<file path="src/rtl/rgb565_gray_pack_ci.sv">
// rgb565_gray_pack_ci
// Custom instruction: converts four RGB565 pixels (two per operand word) to
// 8-bit grayscale, one pixel per clock through a single shift-add datapath,
// and returns the four gray bytes packed into one 32-bit result word.
module rgb565_gray_pack_ci #(
  parameter logic [7:0] customInstructionId = 8'd0,
  parameter logic       bigEndianPack       = 1'b0
) (
  input  logic        clock,
  input  logic        reset,
  input  logic        start,
  input  logic [7:0]  isId,
  input  logic [31:0] valueA,
  input  logic [31:0] valueB,
  output logic        done,
  output logic [31:0] result
);

  typedef enum logic [1:0] {
    S_IDLE = 2'd0,
    S_CONV = 2'd1,
    S_DONE = 2'd2
  } state_t;

  state_t      r_state;
  state_t      w_state_next;
  logic [63:0] r_operand;
  logic [31:0] r_pack;
  logic [1:0]  r_cnt;
  logic        r_done;
  logic [31:0] r_result;

  logic        w_accept;
  logic        w_last;
  logic [15:0] w_pixel;
  logic [15:0] w_r6;
  logic [15:0] w_g6;
  logic [15:0] w_b6;
  logic [15:0] w_sum;
  logic [7:0]  w_gray;
  logic [1:0]  w_lane;
  logic [31:0] w_pack_next;

  assign w_accept = start && (isId == customInstructionId) && (r_state == S_IDLE);
  assign w_last   = (r_state == S_CONV) && (r_cnt == 2'd3);

  // Pixel cnt sits at bit offset 16*cnt of the latched operand pair.
  assign w_pixel = r_operand[{r_cnt, 4'b0000} +: 16];

  // Expand 5-bit red/blue to 6 bits so all three channels share one scale.
  assign w_r6 = {10'd0, w_pixel[15:11], 1'b0};
  assign w_g6 = {10'd0, w_pixel[10:5]};
  assign w_b6 = {10'd0, w_pixel[4:0], 1'b0};

  // 54*r + 183*g + 19*b as shifts and adds; peak value 16055 fits in 14 bits.
  assign w_sum = (w_r6 << 5) + (w_r6 << 4) + (w_r6 << 2) + (w_r6 << 1)
               + (w_g6 << 7) + (w_g6 << 5) + (w_g6 << 4) + (w_g6 << 2)
               + (w_g6 << 1) + w_g6
               + (w_b6 << 4) + (w_b6 << 1) + w_b6;

  // Divide by 64 with truncation; the weights sum to 256 over 6-bit channels.
  assign w_gray = 8'(w_sum >> 6);

  // Big-endian packing mirrors the lane order: lane 3-cnt equals ~cnt.
  assign w_lane = bigEndianPack ? ~r_cnt : r_cnt;

  // Replace only the lane being converted this cycle; other lanes keep their bytes.
  for (genvar gi = 0; gi < 4; gi++) begin : g_lane
    assign w_pack_next[8*gi +: 8] = (w_lane == 2'(gi)) ? w_gray : r_pack[8*gi +: 8];
  end

  // State register.
  always_ff @(posedge clock) begin
    if (reset) begin
      r_state <= S_IDLE;
    end else begin
      r_state <= w_state_next;
    end
  end

  // Next-state logic: IDLE -> CONV on accept, four CONV cycles, one DONE cycle.
  always_comb begin
    w_state_next = r_state;
    case (r_state)
      S_IDLE:  if (w_accept) w_state_next = S_CONV;
      S_CONV:  if (r_cnt == 2'd3) w_state_next = S_DONE;
      S_DONE:  w_state_next = S_IDLE;
      default: w_state_next = S_IDLE;
    endcase
  end

  // Operand latch, pixel counter, pack accumulator and registered outputs.
  always_ff @(posedge clock) begin
    if (reset) begin
      r_operand <= 64'd0;
      r_pack    <= 32'd0;
      r_cnt     <= 2'd0;
      r_done    <= 1'b0;
      r_result  <= 32'd0;
    end else begin
      if (w_accept) begin
        r_operand <= {valueB, valueA};
        r_pack    <= 32'd0;
        r_cnt     <= 2'd0;
      end else if (r_state == S_CONV) begin
        r_pack <= w_pack_next;
        r_cnt  <= r_cnt + 2'd1;
      end
      // The output word is loaded only on the cycle that enters DONE, so it
      // is zero everywhere else and never shows a partially packed value.
      r_done   <= w_last;
      r_result <= w_last ? w_pack_next : 32'd0;
    end
  end

  assign done   = r_done;
  assign result = r_result;

endmodule

</file>
<file path="config.mk">
export PLATFORM = sky130hd
export DESIGN_NAME = rgb565_gray_pack_ci
export DESIGN_NICKNAME = d
export VERILOG_FILES = /design/src/rtl/rgb565_gray_pack_ci.sv
export SDC_FILE = /design/constraint.sdc
export NUM_CORES = 1
export LEC_CHECK = 0
export CAP_MARGIN = 20
export CORE_MARGIN = 5
export CORE_UTILIZATION = 35
export CTS_CLUSTER_SIZE = 30
export DETAILED_ROUTE_END_ITERATION = 16
export PLACE_DENSITY = 0.63
export SETUP_SLACK_MARGIN = 0.1
export SYNTH_ARGS = -nofsm -noshare
export SYNTH_HDL_FRONTEND = slang
export SYNTH_SLANG_ARGS = --single-unit
</file>
<file path="constraint.sdc">
create_clock -name clock -period 14.8 [get_ports clock]
set_clock_uncertainty 0.2 [all_clocks]
set_input_delay 2.22 -clock clock [delete_from_list [all_inputs] [get_ports clock]]
set_output_delay 2.22 -clock clock [all_outputs]
set_load 0.005 [all_outputs]
</file>
==> Flow_metrics.wiki, run 1 <==
{| class="wikitable"
! Metric !! Value
|-
| Overall die area || about 0.022 mm2
|-
| TritonCTS clock tree || done
|-
| Antenna-violating nets left || 0
|-
| Clock buffers created by TritonCTS || 17
|-
| Most used DFF post-synth || sky130_fd_sc_hd__dfxtp_1
|-
| Cell leakage power || about 3.2 nW
|-
| IO Count || about 110
|-
| Asr flop ratio synth || 0%
|-
| Placement row count || 50
|-
| Actual slew at the worst max-slew pin || just under 0.9 ns
|-
| Global placement routability congestion || around 0.83
|-
| Type of element launching the critical path || flip-flop
|-
| Clock transition at the registers of the reported paths || roughly 0.06 ns
|-
| Top delay family on crit path || adder cells
|-
| Crit path max-delay cell type || sky130_fd_sc_hd__dfxtp_1
|-
| Pin count of the biggest net entering global routing || between 60 and 70
|-
| Worst path cell trace || mux4_2, inv_1, fa_1, inv_1, fa_1, fa_1, fa_1, inv_1, fa_1, inv_1, ha_1, inv_1, fa_1, nor2b_1, o31a_4, nor4_4, a311oi_4, o21ai_1
|-
| Crit-path most repeated cell || sky130_fd_sc_hd__fa_1
|-
| Clock Path Buffers || 2
|-
| Max-slew violations || 0
|-
| Maximum cell stage delay along the critical path || around 0.9 ns
|-
| Synthesized Nets || between 800 and 900
|-
| Fraction of synthesized cell area taken by the top area cell type || 38.3%
|-
| # hold bufs at CTS || 0
|-
| CORE AREA || roughly 0.019 mm2
|-
| Global route overflow || 0
|-
| Post-synth EDFFs || 0
|-
| Mapped Area || 0.00653 mm2
|-
| First-pass DRT Iterations || 5
|-
| Via count normalized by instance count || roughly 4.7
|-
| Outcome || complete, no violations
|-
| Proportion of synthesized chip area in sequential cells || about two fifths
|-
| Initial antenna violation count || 0
|-
| Synthesized area per cell || between 9 and 10 um2
|-
| CTS H-tree lvls || 4
|-
| Skew-Pair Late Insertion Delay || between 0.4 and 0.5 ns
|-
| Yosys warns || 0
|-
| Maximum fanout along the worst path || 19
|-
| Number of standard cells after synthesis || approximately 700
|-
| Minimum clock period after layout || approximately 6.2 ns
|-
| Share of final-layout standard cells stronger than drive strength 1 || 8.51%
|-
| Count of input and output buffers || about 110
|-
| Max-slew headroom at the worst pin || approximately two fifths
|-
| Clk sinks || around 130
|-
| Mean routed wirelength per cell || between 10 and 15 um
|-
| Critical path endpoint category || flip-flop
|-
| Maximum frequency from static timing analysis || approximately 160 MHz
|-
| Vias in the first global route || just under 5000
|-
| Total via count in the routed design || between 4000 and 5000
|-
| Global Route Usage Sum || between 10% and 20%
|-
| TNS Setup || 0 ns
|-
| Setup repair after global routing missed its margin || no
|-
| Buffers and inverters on the worst path || 5
|-
| Crit path arrival time || around 6.3 ns
|-
| Count of instances resized after the clock tree is built || 0
|-
| Overall power after layout || 767 uW
|-
| Hold violation count in the final report || 0
|-
| FF+latch count, synth || around 130
|-
| Final clock period utilization by the worst path || between 40% and 50%
|-
| Number of setup buffers added after CTS || 0
|-
| Clock tree root buffer cell || sky130_fd_sc_hd__clkbuf_16
|-
| Remaining DRCs || 0
|-
| Path type of the worst min-delay path || flip-flop to flip-flop
|-
| Total cell area at the placement stage || 0.00770 mm2
|-
| Sum of routed wire length over all layers || approximately 15000 um
|-
| Biggest area contributors in the synthesized netlist || sky130_fd_sc_hd__dfxtp_1, sky130_fd_sc_hd__fa_1, sky130_fd_sc_hd__nand2_1, sky130_fd_sc_hd__a21oi_1, sky130_fd_sc_hd__ha_1
|-
| Wire length of the first global-routing pass || roughly 25000 um
|-
| Die Span X || between 100 and 150 um
|-
| Count of cell types in the netlist || 45
|-
| Count of maximum capacitance violations || 0
|-
| Initial DRC count || between 200 and 300
|-
| Worst IR drop on VDD || approximately 0.000074 V
|-
| Ratio of total power to cell area || between 90 and 100 mW/mm2
|-
| Antenna diodes || 0
|-
| Crit path required time || ~15 ns
|-
| Synth-to-Final Area Change || 26.7%
|-
| Library cell occupying the most area in the post-synthesis netlist || sky130_fd_sc_hd__dfxtp_1
|-
| Initial Util || between 30% and 40%
|-
| Final design instance area without fill || around 0.0083 mm2
|-
| Critical setup path kind || flip-flop to flip-flop
|-
| Detailed-placement wirelength estimate || around 11000 um
|-
| Number of failing setup endpoints in the final timing report || 0
|-
| Die Span Y || ~150 um
|-
| Final net count || 938
|}
[cell usage in the layout (no fill, tap or decap), types with 2 or more instances in the layout]
master	Yosys	layout
sky130_fd_sc_hd__nor2_1	29	29
sky130_fd_sc_hd__mux4_2	16	16
sky130_fd_sc_hd__ha_1	31	31
sky130_fd_sc_hd__fa_1	46	46
sky130_fd_sc_hd__nand2b_1	2	2
sky130_fd_sc_hd__o21ai_1	12	12
sky130_fd_sc_hd__clkbuf_16	0	17
sky130_fd_sc_hd__nand3b_1	6	6
sky130_fd_sc_hd__inv_1	66	66
sky130_fd_sc_hd__nand3_1	7	6
sky130_fd_sc_hd__a211oi_1	6	6
sky130_fd_sc_hd__a21oi_1	88	88
sky130_fd_sc_hd__clkinv_4	0	3
sky130_fd_sc_hd__buf_4	2	4
sky130_fd_sc_hd__inv_6	0	4
sky130_fd_sc_hd__mux2i_1	12	12
sky130_fd_sc_hd__clkinvlp_4	0	4
sky130_fd_sc_hd__and2_1	5	5
sky130_fd_sc_hd__clkdlybuf4s50_1	0	106
sky130_fd_sc_hd__inv_8	0	3
sky130_fd_sc_hd__xnor2_1	4	4
sky130_fd_sc_hd__dfxtp_1	125	125
sky130_fd_sc_hd__nand2_1	163	163
sky130_fd_sc_hd__and4_1	2	2
sky130_fd_sc_hd__a21oi_2	2	2
sky130_fd_sc_hd__a21o_1	4	4
sky130_fd_sc_hd__o21ai_0	10	10
[registers in the layout (all words and copies together), names as in the netlist]
register   flops
r_state        2
r_cnt          2
r_operand     64
result        32
r_pack        24
done           1
[cells by family after synthesis]
| logic type | after synthesis | synth area share [%] |
|---|---|---|
| AOI/OAI and AO/OA | 129 | 11.1 |
| adders and majority gates | 77 | 20.0 |
| muxes | 28 | 7.35 |
| and+or+nand+nor | 224 | 14.8 |
| buffers and inverters | 107 | 7.33 |
| xor gates and xnor gates | 6 | 1.03 |
| DFF | 125 | 38.3 |
[power by group]
part | switching (mW) | internal (mW) | total [mW] | leakage (nW)
clock network | 0.166 | 0.237 | 0.403 | 0.273
registers | 0.000133 | 0.337 | 0.337 | 1.01
logic | 0.00898 | 0.0186 | 0.0276 | 1.95
[layer usage]
layer  wire [um]  up-vias  GRT usage (%)
li1            -     2447              -
met2        6710      111           22.0
met1        7000     2242           19.4
met3         814        8           4.13
met5           0        -              0
met4         104        0           3.57
[path summary, 6_finish.rpt]
| path | startpoint | endpoint | slack, ns | cells after the start |
|---|---|---|---|---|
| worst max register to register | r_cnt[1] | result[22] | 8.60 | 18 |
| worst min register to register | r_operand[14] | r_operand[14] | 0.26 | 2 |
| worst max-delay path | r_cnt[1] | result[22] | 8.60 | 18 |
| worst min-delay path | r_operand[14] | r_operand[14] | 0.26 | 2 |
[tightest hold or removal path: stages (launching register included)]
cell	delay (ns)
sky130_fd_sc_hd__dfxtp_1	0.31
sky130_fd_sc_hd__nand2_1	0.05
sky130_fd_sc_hd__a21oi_1	0.05
[cell type report]
cell class              count  area, um2
fillers                  1802      10200
multi-input cells         464       3560
flip-flops and latches    125       2500
repair buffers            111       1100
clock buffers              17        425
well taps                 234        293
inverters                  67        251
clock inverters            15        155
[metrics by stage]
stage               hold WS (ns)  instances  worst slack [ns]  utilization, %
finish                     0.255       1033              8.60            44.7
global route               0.269       1033              8.27            44.7
CTS                        0.254       1033              8.59            44.7
detailed placement         0.246       1001              8.60            41.6
global placement           0.240       1001              8.72            41.6
floorplan                  0.233        696              8.91               -
[cell usage after synthesis, types with 8 or more instances]
cell / number
sky130_fd_sc_hd__a21oi_1: 88
sky130_fd_sc_hd__buf_2: 8
sky130_fd_sc_hd__buf_6: 8
sky130_fd_sc_hd__clkbuf_1: 21
sky130_fd_sc_hd__dfxtp_1: 125
sky130_fd_sc_hd__fa_1: 46
sky130_fd_sc_hd__ha_1: 31
sky130_fd_sc_hd__inv_1: 66
sky130_fd_sc_hd__mux2i_1: 12
sky130_fd_sc_hd__mux4_2: 16
sky130_fd_sc_hd__nand2_1: 163
sky130_fd_sc_hd__nor2_1: 29
sky130_fd_sc_hd__o21ai_0: 10
sky130_fd_sc_hd__o21ai_1: 12
No activity file was read; power rests on OpenSTA's default activity.
==> run 2: changes to the inputs <==
- clock period: 14.8 -> 6 ns (I/O delays scaled with it)
==> Flow_metrics.wiki, run 2 (synthesis gave the netlist of run 1 again) <==
{| class="wikitable"
! Metric !! Value
|-
| Outcome || complete, no violations
|-
| Number of failing setup endpoints in the final timing report || 0
|-
| Clock buffers created by TritonCTS || 17
|-
| Buffers and inverters on the worst path || 5
|-
| Maximum cell stage delay along the critical path || 0.60 ns
|-
| Max-slew headroom at the worst pin || a little over half
|-
| Post-Place Worst Slack || 0.0852 ns
|-
| Most common cell after layout, fill and taps aside || sky130_fd_sc_hd__nand2_1
|-
| Clock Path Buffers || 2
|-
| Count of maximum capacitance violations || 0
|-
| Setup repair after global routing missed its margin || yes
|-
| Initial antenna violation count || 0
|-
| Remaining DRCs || 0
|-
| Vias in the first global route || ~4900
|-
| Overall die area || 0.0215 mm2
|-
| Initial DRC count || between 200 and 300
|-
| Die Span X || around 150 um
|-
| TritonCTS clock tree || done
|-
| Worst IR drop on VDD || approximately 0.00023 V
|-
| Cell leakage power || around 3.3 nW
|-
| Critical path endpoint category || flip-flop
|-
| Max reg flops || 64
|-
| Actual slew at the worst max-slew pin || 0.719 ns
|-
| Max-slew violations || 0
|-
| Critical setup path kind || flip-flop to flip-flop
|-
| Maximum frequency from static timing analysis || approximately 180 MHz
|-
| CTS H-tree lvls || 4
|-
| Hold Crit Depth || 2
|-
| WP depth || 18
|-
| Overall power after layout || 1.97 mW
|-
| Via count normalized by instance count || between 4 and 5
|-
| Hold violation count in the final report || 0
|-
| # placed instances || slightly above 1000
|-
| Synth-to-Final Area Change || 30.2%
|-
| Share of final-layout standard cells stronger than drive strength 1 || a little under an eighth
|-
| CORE AREA || between 0.015 and 0.02 mm2
|-
| Path type of the worst min-delay path || flip-flop to flip-flop
|-
| Minimum clock period after layout || around 5.7 ns
|-
| Reg area || 0.00251 mm2
|-
| Total cell area at the placement stage || ~0.0078 mm2
|-
| Mean routed wirelength per cell || about 15 um
|-
| # fillers || around 1800
|-
| Crit path required time || between 6 and 7 ns
|-
| Worst path cell trace || buf_12, mux4_2, fa_1, fa_1, fa_1, fa_1, inv_1, fa_1, inv_1, ha_2, inv_1, fa_1, nor2b_2, o31a_4, nor4_4, a311oi_4, buf_6, o21ai_1
|-
| Crit-path most repeated cell || sky130_fd_sc_hd__fa_1
|-
| Ratio of total power to cell area || between 200 and 250 mW/mm2
|-
| Wire length of the first global-routing pass || 24800 um
|-
| Skew-Pair Late Insertion Delay || approximately 0.42 ns
|-
| Global route overflow || 0
|-
| Placement row count || 50
|-
| # hold bufs at CTS || 0
|-
| Detailed-placement wirelength estimate || 11000 um
|-
| Final design instance area without fill || 0.00851 mm2
|-
| Type of element launching the critical path || flip-flop
|-
| Top delay family on crit path || adder cells
|-
| Die Span Y || about 150 um
|-
| Pin count of the biggest net entering global routing || just under 70
|-
| Final std cells w/o fill || between 1000 and 1500
|-
| Final net count || ~950
|-
| Total via count in the routed design || roughly 4800
|-
| Clock tree root buffer cell || sky130_fd_sc_hd__clkbuf_16
|-
| Commonest non-fill, non-tap cells in the layout || sky130_fd_sc_hd__nand2_1, sky130_fd_sc_hd__dfxtp_1, sky130_fd_sc_hd__clkdlybuf4s50_1, sky130_fd_sc_hd__a21oi_1, sky130_fd_sc_hd__inv_1
|-
| Global Route Usage Sum || 14.4%
|-
| IO Count || roughly 110
|-
| First-pass DRT Iterations || 7
|-
| Footprint of the multi-input gates || ~0.0036 mm2
|-
| Utilization of the core after routing || 45.9%
|-
| R2R cell count || 18
|-
| Crit path max-delay cell type || sky130_fd_sc_hd__mux4_2
|-
| Clk sinks || ~130
|-
| Initial Util || 35.3%
|-
| Worst hold slack across all endpoints || about 0.25 ns
|-
| Final clock period utilization by the worst path || between 90% and 100%
|-
| Sum of routed wire length over all layers || between 15000 and 20000 um
|-
| Reg with most FFs || r_operand
|-
| Antenna diodes || 0
|-
| Maximum fanout along the worst path || 8
|-
| Crit path arrival time || approximately 5.8 ns
|-
| Clock transition at the registers of the reported paths || 0.06 ns
|-
| Count of input and output buffers || 107
|-
| Global placement routability congestion || 0.863
|-
| Final setup margin || 0.333 ns
|-
| TNS Setup || 0 ns
|-
| Antenna-violating nets left || 0
|}
## run 2: report_power, final
part / internal, mW / leakage, nW / switching (mW)
Clock: 0.679 / 0.290 / 0.397
Sequential: 0.830 / 1.01 / 0.000357
Combinational: 0.0464 / 2.05 / 0.0223
Total: 1.56 / 3.35 / 0.419
## run 2: final cells by class
cell class	instances	area share, %
multi-input combinational	464	42.1
inverter	67	3.04
timing repair buffer	127	14.7
clock inverter	12	1.91
sequential	125	29.5
clock buffer	20	5.37
tap	234	3.44
## run 2: metal layers
layer,track usage (%),vias to the layer above,part of all wire [%]
li1,-,2479,-
met1,19.8,2223,49
met2,22.0,117,45
met3,4.35,11,5.3
met4,3.90,0,0.95
met5,0,-,0
## run 2: timing repair
item | in CTS | in global routing
cloned | 0 | 1
resized for setup | 0 | 14
buffers inserted | 0 | 9
setup endpoints to repair | 7 | 35
pin swaps | 1 | 1
## run 2: final timing paths
kind,from,slack (ns),end
min,r_operand[28],0.25,r_operand[28]
min reg2reg,r_operand[28],0.25,r_operand[28]
max,r_cnt[0],0.33,r_pack[14]
max reg2reg,r_cnt[0],0.33,r_pack[14]
## run 2: worst register-to-register path, cell delays in order, from the launching register on
cell,delay [ns]
sky130_fd_sc_hd__dfxtp_4,0.39
sky130_fd_sc_hd__buf_12,0.14
sky130_fd_sc_hd__mux4_2,0.60
sky130_fd_sc_hd__fa_1,0.58
sky130_fd_sc_hd__fa_1,0.44
sky130_fd_sc_hd__fa_1,0.51
sky130_fd_sc_hd__fa_1,0.55
sky130_fd_sc_hd__inv_1,0.06
sky130_fd_sc_hd__fa_1,0.46
sky130_fd_sc_hd__inv_1,0.08
sky130_fd_sc_hd__ha_2,0.20
sky130_fd_sc_hd__inv_1,0.06
sky130_fd_sc_hd__fa_1,0.41
sky130_fd_sc_hd__nor2b_2,0.16
sky130_fd_sc_hd__o31a_4,0.18
sky130_fd_sc_hd__nor4_4,0.05
sky130_fd_sc_hd__a311oi_4,0.27
sky130_fd_sc_hd__buf_6,0.17
sky130_fd_sc_hd__o21ai_1,0.07
